--- src/rtl/alu_issue_ctrl.sv ---
// Issue controller for the 8-op combinational ALU: valid/ready instruction in, registered ALU drive,
// writeback to a small register file, valid/ready result out. Optional macro: STATUS_FLAGS_EN.
module alu_issue_ctrl #(
  parameter int DATA_W = 8,
  parameter int REG_AW = 2
) (
  input  logic              clk,
  input  logic              rst,
  input  logic              instr_valid,
  output logic              instr_ready,
  input  logic [2:0]        instr_op,
  input  logic [REG_AW-1:0] instr_rd,
  input  logic [REG_AW-1:0] instr_rs1,
  input  logic [REG_AW-1:0] instr_rs2,
  input  logic              ld_en,
  input  logic [REG_AW-1:0] ld_addr,
  input  logic [DATA_W-1:0] ld_data,
  output logic [2:0]        alu_opcode,
  output logic [DATA_W-1:0] alu_a,
  output logic [DATA_W-1:0] alu_b,
  input  logic [DATA_W-1:0] alu_y,
  output logic              res_valid,
  input  logic              res_ready,
  output logic [DATA_W-1:0] res_data,
  output logic [REG_AW-1:0] res_rd
`ifdef STATUS_FLAGS_EN
  ,
  output logic              res_zero,
  output logic              res_neg
`endif
);

  localparam int NREG = 1 << REG_AW;

  typedef enum logic [1:0] {S_IDLE, S_ISSUE, S_CAPTURE, S_RESP} state_t;

  state_t              state_q, state_d;
  logic [2:0]          op_q, op_d;
  logic [REG_AW-1:0]   rd_q, rd_d;
  logic [REG_AW-1:0]   rs1_q, rs1_d;
  logic [REG_AW-1:0]   rs2_q, rs2_d;
  logic [DATA_W-1:0]   rf_q [NREG];
  logic [DATA_W-1:0]   rf_d [NREG];
  logic [2:0]          alu_opcode_q, alu_opcode_d;
  logic [DATA_W-1:0]   alu_a_q, alu_a_d;
  logic [DATA_W-1:0]   alu_b_q, alu_b_d;
  logic                res_valid_q, res_valid_d;
  logic [DATA_W-1:0]   res_data_q, res_data_d;
  logic [REG_AW-1:0]   res_rd_q, res_rd_d;
  logic                res_zero_q, res_zero_d;
  logic                res_neg_q, res_neg_d;
  logic                unary_op;

  // inc/dec/inv only use A, so B is presented as zero for them
  assign unary_op = (op_q == 3'd2) || (op_q == 3'd3) || (op_q == 3'd4);

  always_comb begin
    state_d      = state_q;
    op_d         = op_q;
    rd_d         = rd_q;
    rs1_d        = rs1_q;
    rs2_d        = rs2_q;
    rf_d         = rf_q;
    alu_opcode_d = alu_opcode_q;
    alu_a_d      = alu_a_q;
    alu_b_d      = alu_b_q;
    res_valid_d  = res_valid_q;
    res_data_d   = res_data_q;
    res_rd_d     = res_rd_q;
    res_zero_d   = res_zero_q;
    res_neg_d    = res_neg_q;
    case (state_q)
      S_IDLE: begin
        if (ld_en) begin
          rf_d[ld_addr] = ld_data;
        end
        if (instr_valid) begin
          op_d    = instr_op;
          rd_d    = instr_rd;
          rs1_d   = instr_rs1;
          rs2_d   = instr_rs2;
          state_d = S_ISSUE;
        end
      end
      S_ISSUE: begin
        alu_opcode_d = op_q;
        alu_a_d      = rf_q[rs1_q];
        alu_b_d      = unary_op ? '0 : rf_q[rs2_q];
        state_d      = S_CAPTURE;
      end
      S_CAPTURE: begin
        rf_d[rd_q]  = alu_y;
        res_data_d  = alu_y;
        res_rd_d    = rd_q;
        res_valid_d = 1'b1;
        res_zero_d  = (alu_y == '0);
        res_neg_d   = alu_y[DATA_W-1];
        state_d     = S_RESP;
      end
      S_RESP: begin
        if (res_ready) begin
          res_valid_d = 1'b0;
          state_d     = S_IDLE;
        end
      end
      default: state_d = S_IDLE;
    endcase
  end

  always_ff @(posedge clk or posedge rst) begin
    if (rst) begin
      state_q      <= S_IDLE;
      op_q         <= '0;
      rd_q         <= '0;
      rs1_q        <= '0;
      rs2_q        <= '0;
      for (int i = 0; i < NREG; i++) begin
        rf_q[i] <= '0;
      end
      alu_opcode_q <= '0;
      alu_a_q      <= '0;
      alu_b_q      <= '0;
      res_valid_q  <= 1'b0;
      res_data_q   <= '0;
      res_rd_q     <= '0;
      res_zero_q   <= 1'b0;
      res_neg_q    <= 1'b0;
    end else begin
      state_q      <= state_d;
      op_q         <= op_d;
      rd_q         <= rd_d;
      rs1_q        <= rs1_d;
      rs2_q        <= rs2_d;
      rf_q         <= rf_d;
      alu_opcode_q <= alu_opcode_d;
      alu_a_q      <= alu_a_d;
      alu_b_q      <= alu_b_d;
      res_valid_q  <= res_valid_d;
      res_data_q   <= res_data_d;
      res_rd_q     <= res_rd_d;
      res_zero_q   <= res_zero_d;
      res_neg_q    <= res_neg_d;
    end
  end

  assign instr_ready = (state_q == S_IDLE);
  assign alu_opcode  = alu_opcode_q;
  assign alu_a       = alu_a_q;
  assign alu_b       = alu_b_q;
  assign res_valid   = res_valid_q;
  assign res_data    = res_data_q;
  assign res_rd      = res_rd_q;

`ifdef STATUS_FLAGS_EN
  assign res_zero = res_zero_q;
  assign res_neg  = res_neg_q;
`else
  logic unused_flags;
  assign unused_flags = res_zero_q ^ res_neg_q;
`endif

endmodule

--- config.mk ---
export PLATFORM = sky130hd
export DESIGN_NAME = alu_issue_ctrl
export DESIGN_NICKNAME = d
export VERILOG_FILES = /design/src/rtl/alu_issue_ctrl.sv
export SDC_FILE = /design/constraint.sdc
export NUM_CORES = 1
export LEC_CHECK = 0
export BUFFER_PORTS_ARGS = -buffer_cell sky130_fd_sc_hd__buf_2
export CORE_MARGIN = 4
export CORE_UTILIZATION = 25
export CTS_CLUSTER_SIZE = 24
export DETAILED_ROUTE_END_ITERATION = 6
export GPL_TIMING_DRIVEN = 1
export SLEW_MARGIN = 20
export SYNTH_ARGS = -nofsm -noshare
export SYNTH_HDL_FRONTEND = slang
export SYNTH_SLANG_ARGS = --single-unit
--- constraint.sdc ---
create_clock -name clk -period 5.75 [get_ports clk]
set_input_delay 0.575 -clock clk [delete_from_list [all_inputs] [get_ports clk]]
set_output_delay 0.575 -clock clk [all_outputs]
set_load 0.01 [all_outputs]
# After elaboration in Yosys (flattened, before gate mapping)
# Index checks and enable logic that the tools add are counted.
[op_classes]
magnitude_cmp = 6
eq_ne = 9
n_mux = 20
bitwise = 4
n_reduce_logical = 11
[ops]
columns = ["op", "n"]
rows = [
  ["32-bit bitwise mux", 2],
  ["32-bit case mux with 2 select lines", 1],
  ["8-bit two-way mux", 7],
  ["8-bit binary-select mux with 2-bit select", 2],
  ["8-bit demux with 2-bit select", 2],
  ["32-bit two-way mux", 1],
  ["3-bit >= comparator, second input constant", 4],
  ["2-bit inverter with 3-bit output", 4],
  ["2-bit case mux with 4 select lines", 1],
  ["2-bit AND reduction", 4],
  ["3-bit by 2-bit == test with 1-bit output, second input constant", 2],
  ["3-bit by 1-bit < comparator with 1-bit output, second input constant", 2],
  ["2-bit == test, second input constant", 2],
  ["2-bit two-way mux", 2],
  ["2-bit != test, second input constant", 2],
  ["2-bit nonzero test", 2],
  ["3-bit == test, second input constant", 1],
  ["2-bit by 1-bit == test with 1-bit output, second input constant", 1],
  ["1-bit logical AND", 2],
  ["2-bit logical NOT", 1],
  ["1-bit logical OR", 2],
  ["2-bit by 1-bit != test with 1-bit output, second input constant", 1],
  ["1-bit case mux with 2 select lines", 1],
  ["1-bit two-way mux", 1],
]
[word_totals]
ff_bits = 73
out_inout_bits = 31
wordCells = 65

# Longest topological paths before layout
# Gate-level depths: netlist of the first run.
[depth]
depth_word = 8
depth_mapped = 7
depth_no_buf = 5

# Worst setup path after synthesis of the first run
# Ideal clock, no wire load.
[synth_timing]
kind = "reg2reg"
from = "register state_q[0]"
to = "register rf_q[31] (netlist bit)"
setup_ns = 0.128
t_arrival_ns = 1.464
t_required_ns = 5.622
setup_slack_ns = 4.158
path_stages_with_launch = 7
path_buffers = 1
period_less_slack_ns = 1.592
path_cell_list = "dfrtp_1 inv_1 ha_1 clkbuf_8 nor3b_4 o21ai_2 o2bb2ai_1"
[synth_between]
elab_chain_cells = 3
[synth_lines]
columns = ["item", "line_no", "text"]
rows = [
  ["start, declared", "37", "state_t state_q, state_d;"],
  ["start signal, assigned", "129", "state_q <= state_d;"],
  ["2-bit logical NOT / 2-bit == test (equally long branches)", "72", "case (state_q)"],
  ["2-bit by 1-bit != test with 1-bit output (no line) / 2-bit nonzero test (equally long branches)", "-", ""],
  ["2-bit AND reduction (no line)", "-", ""],
  ["end signal, assigned", "134", "rf_q <= rf_d;"],
  ["end, declared", "42", "logic [DATA_W-1:0] rf_q [NREG];"],
]
# Several ways; a longest one is shown, not always the timed one.
# A chain may end at the register's enable or synchronous reset.

# Final worst setup path of the first run
[layout_timing]
from = "register state_q[0]"
to = "register rf_q[16] (netlist bit)"
# Same word-level chain as after synthesis.

==> flow_metrics.py, run 1 <==
metrics = {
    "setup_path": {
        "startpoint_type": "flop",
        "slowest_stage": "ha_1",
        "rrSetupSlack_ns": 3.30,
        "crit_buf_inv": 1,
        "worst-setup-path-type": "flop to flop",
        "end_kind": "flop",
        "path_delay_family": "adder cells",
        "worstPathCellList": "inv_1, ha_1, and3b_1, o21ai_4, o2bb2ai_1",
        "cp.required_ns": 5.96,
        "reg2reg_depth": 5,
        "path_depth": 5,
        "reg2reg_to": "rf_q[16]",
        "cpPeakStageDelay_ns": 0.81,
        "rr_startpoint": "state_q[0]",
        "cp.arrival_ns": 2.66,
        "path_max_fanout": 22,
    },
    "logic_synthesis": {
        "post-synth-top-count-cell": "dfrtp_1",
        "synth_common_cells": "dfrtp_1, a22oi_1, mux2_2, o2bb2ai_1, inv_1",
        "synth_area_leader_cell": "dfrtp_1",
        "synthArstFlopShare_pct": 100,
        "ys_ff_latch": 73,
        "synthesis.area_sq_um": 3600,
        "syn_area_per_cell_sq_um": 14.1,
        "synth.net_count": 291,
        "synth_area_leaders": "dfrtp_1, mux2_2, o2bb2ai_1, a22oi_1, mux4_1",
        "synth_edf_count": 0,
        "yosys_warnings": 0,
        "yosysUniqueCellTypes": 29,
        "synth_top_area_share_pct": 50.8,
        "syn_inst": 255,
        "synth_flop_cell": "dfrtp_1",
        "yosysSeqAreaShare_pct": 50.8,
    },
    "global_routing": {
        "grt_first_pass_wirelength_mm": 15.1,
        "antenna_found_initial": 0,
        "gr-total-overflow": 0,
        "grtUsageTotal_pct": 12.0,
        "grt_pass1_vias": 2653,
        "grt_max_degree": 74,
    },
    "status": {
        "status": "completed",
    },
    "power": {
        "pwr-share-clk_pct": 20.3,
        "p_leak_nw": 1.86,
        "power.density_nw_per_um2": 585,
        "power_frac_comb_pct": 40.9,
        "vdd_ir_drop_max_mv": 0.249,
        "p_int_mw": 1.60,
        "swShare_pct": 36.7,
        "seq_power_share_pct": 38.7,
        "finalPower_mw": 2.53,
        "p_sw_mw": 0.928,
    },
    "cts": {
        "cts_hold_buf": 0,
        "clk_pin_slew_ns": 0.06,
        "cts_tree": "built",
        "cts_root_buf": "clkbuf_16",
        "cts_setup_buffers": 0,
        "h-tree-depth": 3,
        "clock_latency_ns": 0.34,
        "cts_buffers": 9,
        "clockBufferDepth": 2,
        "cts_resized": 0,
        "clock-sinks": 73,
    },
    "cells_and_area": {
        "fillCellCount": 1434,
        "stdcell_count": 500,
        "fin_area_sq_um": 4320,
        "drive_gt1_share_pct": 40.9,
        "synthToLayoutAreaGrowth_pct": 20.2,
        "fin_nets": 351,
        "antenna_cells": 0,
    },
    "placed_design": {
        "dp_hpwl_mm": 6.66,
        "io_buffers": 62,
        "dp.cells": 484,
        "place_area_sq_um": 4050,
        "gp_congestion": 0.727,
    },
    "drt": {
        "drc": 0,
        "avgViaCountPerCell": 4.98,
        "drt_iter0_markers": 118,
        "ant_nets": 0,
        "wl_per_cell_microns": 18.9,
        "wl_mm": 9.43,
        "dr.pass1.iters": 4,
        "vias": 2488,
    },
    "hold_path": {
        "worstHoldEndpoint": "res_valid",
        "holdPathStages": 2,
        "hp-start": "res_ready",
        "worstHoldPathType": "primary input to flop",
    },
    "timing": {
        "rsz0062_at_grt": "false",
        "relSlewSlack_pct": 34.0,
        "finalCritPeriodShare_pct": 42.7,
        "fin_skew_ns": 0.00626,
        "max_freq_mhz": 407,
        "slew_viol_final": 0,
        "max_slew.worst_pin.slew_ns": 0.990,
        "period_minus_slack_ns": 2.45,
        "finalSetupViolCount": 0,
        "finalSetupTns_ns": 0,
        "finalHoldViolations": 0,
    },
    "floorplan": {
        "initial_core_util_pct": 25.7,
        "rows": 43,
        "die-area_sq_um": 16400,
        "io_pins": 63,
        "fp.coreArea_sq_um": 14000,
        "die_h_microns": 128,
        "dieWidth_microns": 128,
    },
    "job": {
        "maxCapViolCount": 0,
    },
}
## how the worst max path moves through the flow
stage,slack (ns),end,from
2_1_floorplan,3.32,alu_a[0],rst
3_3_place_gp,3.36,rf_q[16],state_q[0]
3_5_place_dp,3.29,rf_q[1],state_q[0]
4_1_cts,3.29,rf_q[16],state_q[0]
5_1_grt,3.12,rf_q[22],state_q[0]
6_report,3.30,rf_q[16],state_q[0]
## layout make-up
class                      count  area [sq um]  area share, %
inverter                      21          78.8           1.82
multi-input combinational    146          1600           36.9
clock buffer                   9           225           5.21
clock inverter                 7          47.5           1.10
sequential                    73          1830           42.2
timing repair buffer          64           325           7.52
tap                          180           225           5.21
## cell usage in the layout, fill, tap and decap left out, types with 4 or more instances in the layout
| cell | count |
|---|---|
| dfrtp_1 | 73 |
| buf_2 | 62 |
| mux2_2 | 32 |
| a22oi_1 | 32 |
| o2bb2ai_1 | 32 |
| inv_1 | 20 |
| o22ai_1 | 9 |
| clkbuf_16 | 9 |
| mux4_2 | 8 |
| mux4_1 | 8 |
| ha_1 | 4 |
## logic make-up after synthesis
logic type / after synthesis / share of synthesized area [%]
fa+ha+maj: 4 / 1.39
simple gates: 14 / 3.86
mux: 49 / 21.1
flops: 73 / 50.8
compound gates: 79 / 17.8
buf+inv: 36 / 5.01
## layer usage
layer / track usage [%] / wire length [microns]
met4: 4.68 / 157
met1: 16.7 / 4290
met3: 2.29 / 454
met2: 18.5 / 4530
met5: 0 / 0
## power by group through the flow
stage | combinational, mW | clock (mW) | sequential, mW
2_1_floorplan | 0.804 | 0 | 0.921
3_3_place_gp | 1.02 | 0 | 0.976
3_5_place_dp | 1.05 | 0 | 0.992
4_1_cts | 1.05 | 0.520 | 0.986
5_1_grt | 1.13 | 0.546 | 1.02
6_report | 1.04 | 0.514 | 0.980
## flip-flops by register name (all words and copies together), names as in the netlist
register    cells
rs1_q           2
rf_q           32
alu_a           8
rd_q            2
op_q            3
res_valid       1
res_rd          2
alu_b           8
state_q         2
res_data        8
rs2_q           2
alu_opcode      3
## stage by stage
stage	utilization (%)	setup slack, ns	hold slack, ns
floorplan	-	3.32	0.464
global placement	29.0	3.36	0.481
detailed placement	29.0	3.29	0.491
CTS	30.9	3.29	0.443
global route	30.9	3.12	0.449
finish	30.9	3.30	0.449
No activity file was read; power rests on OpenSTA's default activity.
==> run 2, diff against run 1 <==
==> constraint.sdc (replaced) <==
create_clock -name clk -period 2.3 [get_ports clk]
set_input_delay 0.23 -clock clk [delete_from_list [all_inputs] [get_ports clk]]
set_output_delay 0.23 -clock clk [all_outputs]
set_load 0.01 [all_outputs]
==> flow_metrics.py, run 2 (synthesis gave the netlist of run 1 again) <==
metrics = {
    "cells_and_area": {
        "seq_area_sq_um": 1830,
        "stdcell_count": 503,
        "layout_common_cells": "dfrtp_1, buf_2, mux2_2, a22oi_1, o2bb2ai_1",
        "synthToLayoutAreaGrowth_pct": 22.5,
        "largest_reg_flops": 32,
        "final_core_util_pct": 31.5,
        "drive_gt1_share_pct": 41.0,
        "fin_nets": 354,
        "fillCellCount": 1403,
        "multi_input_area_sq_um": 1600,
        "layout_commonest_cell": "dfrtp_1",
        "regMostFlops": "rf_q",
    },
    "timing": {
        "finalSetupTns_ns": 0,
        "fin_skew_ns": 0.00645,
        "finalCritPeriodShare_pct": 88.1,
        "rsz0062_at_grt": "false",
        "finalHoldViolations": 0,
        "hold-worst-slack_ns": 0.101,
        "period_minus_slack_ns": 2.03,
        "fin_ws_ns": 0.274,
        "relSlewSlack_pct": 64.9,
        "slew_viol_final": 0,
        "max_slew.worst_pin.slew_ns": 0.526,
        "finalSetupViolCount": 0,
        "max_freq_mhz": 494,
    },
    "cts": {
        "cts_root_buf": "clkbuf_16",
        "cts_hold_buf": 1,
        "clock_latency_ns": 0.33,
        "cts_setup_buffers": 0,
        "clk_pin_slew_ns": 0.06,
        "cts_tree": "built",
        "h-tree-depth": 3,
        "clockBufferDepth": 2,
        "cts_resized": 0,
        "cts_buffers": 9,
        "clock-sinks": 73,
    },
    "global_routing": {
        "grt_pass1_vias": 2634,
        "grtUsageTotal_pct": 11.7,
        "grt_first_pass_wirelength_mm": 14.9,
        "antenna_found_initial": 0,
        "grt_max_degree": 74,
        "gr-total-overflow": 0,
    },
    "setup_path": {
        "end_kind": "flop",
        "worst-setup-path-type": "flop to flop",
        "rr_startpoint": "state_q[0]",
        "cp.arrival_ns": 2.23,
        "cp.required_ns": 2.50,
        "path_max_fanout": 11,
        "rrSetupSlack_ns": 0.27,
        "crit_start": "state_q[0]",
        "startpoint_type": "flop",
    },
    "floorplan": {
        "fp.coreArea_sq_um": 14000,
        "initial_core_util_pct": 25.7,
        "dieWidth_microns": 128,
        "rows": 43,
        "io_pins": 63,
        "die_h_microns": 128,
        "die-area_sq_um": 16400,
    },
    "drt": {
        "wl_per_cell_microns": 18.1,
        "avgViaCountPerCell": 4.94,
        "wl_mm": 9.13,
        "drt_iter0_markers": 137,
        "dr.pass1.iters": 4,
        "ant_nets": 0,
        "vias": 2486,
        "drc": 0,
    },
    "placed_design": {
        "dp_hpwl_mm": 6.77,
        "dp_slack_ns": 0.287,
        "io_buffers": 62,
        "dp.cells": 486,
        "gp_congestion": 0.845,
    },
    "power": {
        "power.density_nw_per_um2": 1480,
        "vdd_ir_drop_max_mv": 0.523,
        "p_leak_nw": 1.91,
    },
    "hold_path": {
        "worstHoldPathType": "primary input to flop",
        "hp-start": "res_ready",
    },
    "job": {
        "maxCapViolCount": 0,
    },
    "status": {
        "status": "completed",
    },
}
run 2: cell count changes in the layout (fill, tap and decap cells not counted), sizes merged:
cell,delta
bufinv,+1
dlygate4sd3,+1
buf,+2
clkinv,-4
clkinvlp,-2
clkbuf,+4
diode,+1
run 2: layout make-up:
type	count	share of cell area, %
Sequential cell	73	41.5
Timing Repair Buffer	67	8.23
Antenna cell	1	0.0568
Clock inverter	2	0.795
Clock buffer	13	6.36
Tap cell	180	5.11
Inverter	21	1.79
Multi-Input combinational cell	146	36.2
run 2: power by group:
part           switching [mW]  total [mW]  internal [mW]  leakage [nW]
Sequential              0.575        2.46           1.89         0.902
Combinational            1.17        2.59           1.41         0.847
Clock                   0.502        1.45          0.949         0.158
run 2: worst paths after layout:
path	end	depth (start not counted)
max	rf_q[14]	5
min	res_valid	2
max reg2reg	rf_q[14]	5
min reg2reg	alu_a[6]	1
max in group asynchronous	rf_q[2]	4
min in group asynchronous	rs2_q[0]	4
run 2: routing by layer:
layer / vias to the layer above / wire length [microns] / global-route usage [%]
li1: 1129 / - / -
met1: 1264 / 4250 / 16.4
met2: 82 / 4190 / 17.7
met3: 11 / 519 / 2.29
met4: 0 / 163 / 4.87
met5: - / 0 / 0
run 2: critical path, stage by stage (launching register included):
cell and delay (ns):
dfrtp_1 0.42, inv_1 0.10, ha_1 0.49, and3b_1 0.47, o21ai_2 0.22, o2bb2ai_1 0.18
run 2: metrics by stage:
step	instance area, sq um	total power [mW]
after CTS	4400	6.58
final	4410	6.50
after floorplan	3600	4.31
after detailed placement	4080	5.09
after global routing	4400	6.95
after global placement	4080	4.96
==> run 3, diff against run 2 <==
--- a/config.mk
+++ b/config.mk
@@ -6,11 +6,12 @@
 export NUM_CORES = 1
 export LEC_CHECK = 0
 export BUFFER_PORTS_ARGS = -buffer_cell sky130_fd_sc_hd__buf_2
+export CAP_MARGIN = 40
 export CORE_MARGIN = 4
 export CORE_UTILIZATION = 25
 export CTS_CLUSTER_SIZE = 24
 export DETAILED_ROUTE_END_ITERATION = 6
-export GPL_TIMING_DRIVEN = 1
+export GPL_TIMING_DRIVEN = 0
 export SLEW_MARGIN = 20
 export SYNTH_ARGS = -nofsm -noshare
 export SYNTH_HDL_FRONTEND = slang
==> flow_metrics.py, run 3 (synthesis gave the netlist of run 1 again) <==
metrics = {
    "cells_and_area": {
        "largest_reg_flops": 32,
        "synthToLayoutAreaGrowth_pct": 25.3,
        "layout_common_cells": "dfrtp_1, buf_2, mux2_2, a22oi_1, o2bb2ai_1",
        "regMostFlops": "rf_q",
        "fin_nets": 366,
        "drive_gt1_share_pct": 42.7,
        "fin_area_sq_um": 4510,
        "layout_commonest_cell": "dfrtp_1",
    },
    "drt": {
        "wl_mm": 9.95,
        "ant_nets": 0,
        "dr.pass1.iters": 4,
        "drt_iter0_markers": 166,
        "wl_per_cell_microns": 19.2,
        "avgViaCountPerCell": 5.04,
        "drc": 0,
        "vias": 2607,
    },
    "floorplan": {
        "dieWidth_microns": 128,
        "die_h_microns": 128,
        "initial_core_util_pct": 25.7,
        "io_pins": 63,
        "rows": 43,
        "fp.coreArea_sq_um": 14000,
        "die-area_sq_um": 16400,
    },
    "cts": {
        "cts_tree": "built",
        "clock_latency_ns": 0.34,
        "cts_buffers": 9,
        "h-tree-depth": 3,
        "cts_setup_buffers": 0,
        "cts_root_buf": "clkbuf_16",
        "clk_pin_slew_ns": 0.06,
        "clockBufferDepth": 2,
        "cts_hold_buf": 1,
        "cts_resized": 0,
        "clock-sinks": 73,
    },
    "hold_path": {
        "worstHoldPathType": "primary input to flop",
        "holdPathStages": 2,
    },
    "timing": {
        "finalSetupViolCount": 0,
        "fin_skew_ns": 0.00483,
        "slew_viol_final": 0,
        "relSlewSlack_pct": 62.4,
        "finalHoldViolations": 0,
        "finalSetupTns_ns": 0,
        "max_freq_mhz": 484,
        "rsz0062_at_grt": "false",
        "finalCritPeriodShare_pct": 89.9,
        "period_minus_slack_ns": 2.07,
        "max_slew.worst_pin.slew_ns": 0.564,
    },
    "power": {
        "power.density_nw_per_um2": 1500,
        "p_int_mw": 4.38,
        "swShare_pct": 35.2,
        "vdd_ir_drop_max_mv": 0.675,
        "p_leak_nw": 1.97,
        "p_sw_mw": 2.38,
        "pwr-share-clk_pct": 22.9,
        "power_frac_comb_pct": 43.2,
        "seq_power_share_pct": 33.9,
        "finalPower_mw": 6.76,
    },
    "placed_design": {
        "place_area_sq_um": 4160,
        "dp_hpwl_mm": 6.86,
        "io_buffers": 62,
        "gp_congestion": 0.779,
    },
    "setup_path": {
        "slowest_stage": "nor3b_4",
        "worst-setup-path-type": "flop to flop",
        "worstPathCellList": "inv_1, ha_1, clkbuf_8, nor3b_4, o21ai_2, o2bb2ai_1",
        "reg2reg_depth": 6,
        "path_max_fanout": 10,
        "cp.required_ns": 2.52,
        "rrSetupSlack_ns": 0.23,
        "end_kind": "flop",
        "startpoint_type": "flop",
        "cp.arrival_ns": 2.28,
        "cpPeakStageDelay_ns": 0.52,
    },
    "global_routing": {
        "grt_first_pass_wirelength_mm": 15.8,
        "grtUsageTotal_pct": 12.5,
        "antenna_found_initial": 1,
        "gr-total-overflow": 0,
        "grt_max_degree": 60,
        "grt_pass1_vias": 2726,
    },
    "job": {
        "maxCapViolCount": 0,
    },
    "status": {
        "status": "completed",
    },
}
## run 3: cell types whose count changed in the layout (fill, tap and decap cells not counted), sizes merged
cell,change
clkinvlp,+1
clkinv,+1
buf,+9
clkbuf,+1
diode,+1
bufinv,+1
## run 3: critical path, delay by kind of cell, from the launching register on
family	cells	cell delay, ns
and+or+nand+nor	1	0.52
AOI/OAI and AO/OA	2	0.47
DFF	1	0.42
buffers and inverters	2	0.31
adders and majority gates	1	0.22
## run 3: final cells by class
type                    instances  area [sq um]
clock inverters                 5          77.6
flip-flops and latches         73          1830
repair buffers                 64           348
well taps                     180           225
fillers                      1405          9480
multi-input cells             146          1590
diodes                          2          5.00
inverters                      21          81.3
clock buffers                  11           253
plain buffers                  15           101
## run 3: final timing paths
kind,startpoint,end
worst max-delay path,state_q[0],rf_q[29]
worst min register to register,alu_a[6],alu_a[6]
worst max register to register,state_q[0],rf_q[29]
worst min-delay path,res_ready,res_valid
min in group asynchronous,rst,state_q[0]
max in group asynchronous,rst,alu_b[1]
## run 3: metal layers
| layer | track usage, % | vias to the layer above | routed length, microns |
|---|---|---|---|
| met2 | 19.4 | 123 | 4660 |
| met5 | 0 | - | 0 |
| met1 | 16.9 | 1309 | 4270 |
| met4 | 4.43 | 0 | 172 |
| met3 | 3.50 | 17 | 853 |
| li1 | - | 1158 | - |
## run 3: power by group through the flow
stage / Combinational [mW] / Sequential (mW) / Clock (mW)
3_3_place_gp: 2.88 / 2.26 / 0
2_1_floorplan: 2.01 / 2.30 / 0
5_1_grt: 3.17 / 2.37 / 1.63
3_5_place_dp: 2.95 / 2.29 / 0
4_1_cts: 2.97 / 2.29 / 1.57
6_report: 2.92 / 2.29 / 1.55
## run 3: metrics by stage
step	instances	hold WS (ns)	setup WS (ns)	util, %
2_1_floorplan	255	0.339	0.217	-
3_3_place_gp	497	0.449	-0.679	29.6
3_5_place_dp	498	0.178	0.259	29.8
4_1_cts	515	0.0975	0.227	32.2
5_1_grt	516	0.117	0.132	32.2
6_report	517	0.102	0.232	32.2
